--- src/rtl/seg7_scan_driver.sv ---
// Time-multiplexed hex seven-segment scan driver with load handshake, frame-boundary commit,
// anti-ghost guard cycles and per-digit blanking. Optional macro: SEG7_LEADING_ZERO_BLANK_EN.
module seg7_scan_driver #(
  parameter int DIGITS   = 4,
  parameter int PRESCALE = 4,
  parameter int GUARD    = 1
) (
  input  logic                  clk,
  input  logic                  rst,
  input  logic                  load_valid,
  output logic                  load_ready,
  input  logic [4*DIGITS-1:0]   load_data,
  input  logic [DIGITS-1:0]     blank_mask,
  output logic [6:0]            seg,
  output logic [DIGITS-1:0]     an,
  output logic                  frame_start
);

  localparam int CNT_W = (PRESCALE > 1) ? $clog2(PRESCALE) : 1;
  localparam int IDX_W = (DIGITS > 1) ? $clog2(DIGITS) : 1;

  localparam logic [0:0] S_IDLE    = 1'b0;
  localparam logic [0:0] S_PENDING = 1'b1;

  logic [CNT_W-1:0]    cnt, cnt_n;
  logic [IDX_W-1:0]    idx, idx_n;
  logic [0:0]          state, state_n;
  logic [4*DIGITS-1:0] active, active_n;
  logic [4*DIGITS-1:0] pending;
  logic [DIGITS-1:0]   dark, an_n;
  logic [6:0]          seg_n;
  logic                wrap, frame_edge, accept;

  function automatic logic [6:0] hex_to_seg(input logic [3:0] n);
    case (n)
      4'h0:    hex_to_seg = 7'h40;
      4'h1:    hex_to_seg = 7'h79;
      4'h2:    hex_to_seg = 7'h24;
      4'h3:    hex_to_seg = 7'h30;
      4'h4:    hex_to_seg = 7'h19;
      4'h5:    hex_to_seg = 7'h12;
      4'h6:    hex_to_seg = 7'h02;
      4'h7:    hex_to_seg = 7'h78;
      4'h8:    hex_to_seg = 7'h00;
      4'h9:    hex_to_seg = 7'h10;
      4'hA:    hex_to_seg = 7'h08;
      4'hB:    hex_to_seg = 7'h03;
      4'hC:    hex_to_seg = 7'h46;
      4'hD:    hex_to_seg = 7'h21;
      4'hE:    hex_to_seg = 7'h06;
      default: hex_to_seg = 7'h0E;
    endcase
  endfunction

  function automatic logic [3:0] nibble_at(input logic [4*DIGITS-1:0] v, input logic [IDX_W-1:0] sel);
    nibble_at = 4'h0;
    for (int i = 0; i < DIGITS; i++) begin
      if (IDX_W'(i) == sel) nibble_at = v[4*i +: 4];
    end
  endfunction

`ifdef SEG7_LEADING_ZERO_BLANK_EN
  // Digit i is dark when nibbles i..MSD are all zero; digit 0 always stays lit.
  function automatic logic [DIGITS-1:0] lead_zero_mask(input logic [4*DIGITS-1:0] v);
    logic seen;
    lead_zero_mask = '0;
    seen = 1'b0;
    for (int i = DIGITS - 1; i > 0; i--) begin
      seen = seen | (|v[4*i +: 4]);
      lead_zero_mask[i] = ~seen;
    end
  endfunction
`endif

  assign load_ready  = (state == S_IDLE);
  assign accept      = load_valid && load_ready;
  assign frame_start = ~rst & (cnt == '0) & (idx == '0);

  always_comb begin
    wrap       = (cnt == CNT_W'(PRESCALE - 1));
    frame_edge = wrap && (idx == IDX_W'(DIGITS - 1));
    cnt_n      = wrap ? '0 : cnt + CNT_W'(1);
    idx_n      = idx;
    if (wrap) idx_n = (idx == IDX_W'(DIGITS - 1)) ? '0 : idx + IDX_W'(1);

    state_n  = state;
    active_n = active;
    case (state)
      S_IDLE:    if (accept) state_n = S_PENDING;
      default: begin
        if (frame_edge) begin
          active_n = pending;
          state_n  = S_IDLE;
        end
      end
    endcase

    // Outputs are registered, so they are computed from the values the counters take next.
`ifdef SEG7_LEADING_ZERO_BLANK_EN
    dark = blank_mask | lead_zero_mask(active_n);
`else
    dark = blank_mask;
`endif
    an_n = '1;
    if (int'(cnt_n) >= GUARD && !dark[idx_n]) an_n[idx_n] = 1'b0;
    seg_n = hex_to_seg(nibble_at(active_n, idx_n));
  end

  always_ff @(posedge clk or posedge rst) begin
    if (rst) begin
      cnt    <= '0;
      idx    <= '0;
      state  <= S_IDLE;
      active <= '0;
      seg    <= 7'h7F;
      an     <= '1;
    end else begin
      cnt    <= cnt_n;
      idx    <= idx_n;
      state  <= state_n;
      active <= active_n;
      seg    <= seg_n;
      an     <= an_n;
    end
  end

  // Pending data is only observed once the FSM is PENDING, so it needs no reset.
  always_ff @(posedge clk) begin
    if (accept) pending <= load_data;
  end

endmodule

--- config.mk ---
export PLATFORM = sky130hd
export DESIGN_NAME = seg7_scan_driver
export DESIGN_NICKNAME = d
export VERILOG_FILES = /design/src/rtl/seg7_scan_driver.sv
export SDC_FILE = /design/constraint.sdc
export NUM_CORES = 1
export LEC_CHECK = 0
export ABC_AREA = 1
export ABC_CLOCK_PERIOD_IN_PS = 4400
export CAP_MARGIN = 20
export CELL_PAD_IN_SITES_DETAIL_PLACEMENT = 1
export CELL_PAD_IN_SITES_GLOBAL_PLACEMENT = 1
export CORE_AREA = 4 4 81 83
export DETAILED_ROUTE_END_ITERATION = 12
export DIE_AREA = 0 0 85 87
export PLACE_DENSITY_LB_ADDON = 0.1
export SLEW_MARGIN = 20
export SYNTH_ARGS = -nofsm -noshare
export SYNTH_HDL_FRONTEND = slang
export SYNTH_SLANG_ARGS = --single-unit
--- constraint.sdc ---
create_clock -name clk -period 4.4 [get_ports clk]
set_input_delay 0.66 -clock clk [delete_from_list [all_inputs] [get_ports clk]]
set_output_delay 0.66 -clock clk [all_outputs]
set_load 0.02 [all_outputs]
==> results by group <==
Floorplan
  – Num ports: 36
  – Die Area: 7400 sq um
  – Row count: 28
  – Die width: 85 microns
  – CORE AREA: 5850 sq um
  – Initial Utilization: 0.401
  – Die Y: 87 microns

STA
  – Final Setup Violations: 0
  – Fin crit share: 0.577
  – Worst-Margin Slew: 0.732 ns
  – RSZ-0062 raised after global routing: false
  – Fin Setup TNS: 0 ns
  – Final hold violations: 0
  – Post-route worst setup slack: 1.86 ns
  – Final Max Slew Viols: 0
  – Final Skew: 0.00566 ns
  – Slew margin rel.: 0.512
  – Max Fclk: 0.394 GHz
  – Min cycle time layout: 2.54 ns

Run status
  – Status: complete, no violations

Setup path
  – Crit path kind: reg -> reg
  – Max stage delay on crit path: 0.49 ns
  – CP Max Fanout: 12
  – Crit path max-delay cell type: ha_1
  – Crit-path cells: ha_1, inv_1, nand2_1, nand2_2, nor2_1, nand2_1, nand3_1, nor2_2, ha_1, nand2_1, nand3_1, nand2_1
  – CP Data Arrival Time: 2.79 ns
  – Req. time, crit path: 4.65 ns
  – Setup crit start kind: register
  – Worst path most repeated cell: nand2_1
  – Critical Path End Type: register

Routing
  – Vias: 1,745
  – Drt total wl: 4.82 mm
  – Avg WL per Cell: 13.0 microns
  – DRT antenna net count: 0
  – Via density: 4.73
  – Drt pass-1 iters: 4
  – Drt drc: 0
  – Drt first-iter violations: 61

Clock network
  – CTS tree: built
  – Post-CTS Resized: 0
  – Clock-pin transition on the worst setup and hold timing paths: 0.09 ns
  – Clock sinks: 48
  – Cts bufs inserted: 5
  – H-tree Lvls: 2
  – Setup Buffers After CTS: 0
  – Longest Clk Path Bufs: 2
  – Insertion delay to the later sink of the worst-skew pair: 0.30 ns
  – Hold_buf cts: 0
  – Clock Root Buffer: clkbuf_8

Pwr
  – Peak supply drop: 0.173 mV
  – Power Dens Cells: 273 nW/um^2
  – Leakage: 1.35 nW
  – Total power draw: 0.775 mW

Finish
  – # fillers: 692
  – Layout overhead on the synthesized area: 21.0%
  – Layout cell share with drive strength beyond 1: 0.143
  – ANT cells: 0
  – Final net count: 327
  – Commonest non-fill, non-tap cell in the layout: nand2_1
  – Most frequent cells in the layout: nand2_1, inv_1, clkdlybuf4s50_1
  – Core Util, Final: 0.485

Min path
  – Worst Hold Class: reg -> reg

Synth
  – Yosys cell types: 24
  – Main combinational cell family by area after synthesis: simple AND/OR/NAND/NOR gates
  – Cells after synthesis: 254
  – Netlist Area Pre-Place: 2340 sq um
  – Synth Area per Inst: 9.23 sq um
  – Register bit total from synthesis: 48
  – Seq/Total Area, Yosys: 0.552
  – Mux cell area share after synthesis: 0
  – Ys Warns: 0
  – Synth Area in XOR/XNOR: 0
  – Compound-Gate Fraction of Synth Area: 0.0187
  – Synth Area in Simple Gates: 0.287
  – Syn nets: 288
  – Synthesized-area fraction occupied by adder cells: 0.0587

Job
  – MaxCap Viol Count: 0

GRT
  – Largest net degree at the start of global routing: 20
  – First-pass GRT wire length: 8.44 mm
  – Vias in the first global route: 1,810
  – Initial antenna violation count: 0
  – Congestion Overflow GR: 0
  – GR Util All Layers: 0.146

Placed design
  – Number of I/O port buffers: 35
  – Gpl congestion: 0.852
  – Pre-CTS WS: 1.88 ns
  – DP HPWL: 3.77 mm
worst paths after layout:
check / endpoint / depth (start not counted) / slack (ns) / startpoint
worst max-delay path: seg[3]$_DFF_PP1_ / 12 / 1.86 / cnt[0]$_DFF_PP0_
worst min-delay path: active[7]$_DFF_PP0_ / 2 / 0.48 / pending[7]$_DFFE_PP_
worst max register to register: seg[3]$_DFF_PP1_ / 12 / 1.86 / cnt[0]$_DFF_PP0_
worst min register to register: active[7]$_DFF_PP0_ / 2 / 0.48 / pending[7]$_DFFE_PP_
max in group asynchronous: seg[4]$_DFF_PP1_ / 3 / 2.85 / rst
min in group asynchronous: active[5]$_DFF_PP0_ / 2 / 0.81 / rst
layout make-up:
cell class,count,area [sq um],share of cell area
Clock buffer,5,68.8,0.0243
Clock inverter,3,17.5,0.00617
Inverter,38,143,0.0503
Multi-Input combinational cell,163,855,0.301
Sequential cell,48,1290,0.456
Tap cell,75,93.8,0.0331
Timing Repair Buffer,37,365,0.129
where the power goes:
part | switching, mW | internal, mW | total (mW) | leakage [nW]
registers | 0.00345 | 0.473 | 0.476 | 0.515
logic | 0.0152 | 0.0211 | 0.0363 | 0.787
clock network | 0.151 | 0.111 | 0.262 | 0.0460
total | 0.170 | 0.605 | 0.775 | 1.35
metrics by stage:
stage          hold WS (ns)  instance area (sq um)  cells
2_1_floorplan         0.437                   2340    254
3_3_place_gp          0.460                   2750    361
3_5_place_dp          0.470                   2750    361
4_1_cts               0.493                   2840    369
5_1_grt               0.501                   2840    369
6_report              0.479                   2840    369
Yosys cell counts (all sizes together):
cell | number | share of area
buf | 5 | 0.022
and2 | 2 | 0.0053
or2 | 3 | 0.0080
nor2 | 19 | 0.045
ha | 11 | 0.059
nand2 | 93 | 0.15
dfrtp | 21 | 0.22
edfxtp | 16 | 0.20
dfstp | 11 | 0.12
inv | 38 | 0.061
a21oi | 3 | 0.0064
or2b | 1 | 0.0032
o21ai | 5 | 0.012
nand4 | 7 | 0.019
nand3 | 19 | 0.052
worst max-delay path: cells and delay by family (launching register included):
family | cells | cell delay, ns
flip-flops | 1 | 0.41
buffers and inverters | 1 | 0.12
AND/OR/NAND/NOR | 9 | 1.17
adder cells (fa/ha/maj) | 2 | 0.80
flip-flops by register name, indices dropped and copies added (netlist names):
register  count
cnt           2
seg           7
pending      16
an            4
idx           2
active       16
state         1
metal layers:
metal | global-route usage | vias to the layer above | part of all wire
li1 | - | 864 | -
met1 | 0.177 | 844 | 0.46
met2 | 0.253 | 30 | 0.48
met3 | 0.0341 | 7 | 0.041
met4 | 0.0518 | 0 | 0.016
met5 | 0 | - | 0
cells by family after synthesis:
| family | count (synthesis) |
|---|---|
| compound gates | 8 |
| flops | 48 |
| fa+ha+maj | 11 |
| buf+inv | 43 |
| simple gates | 144 |
No activity file was read; power rests on OpenSTA's default activity.
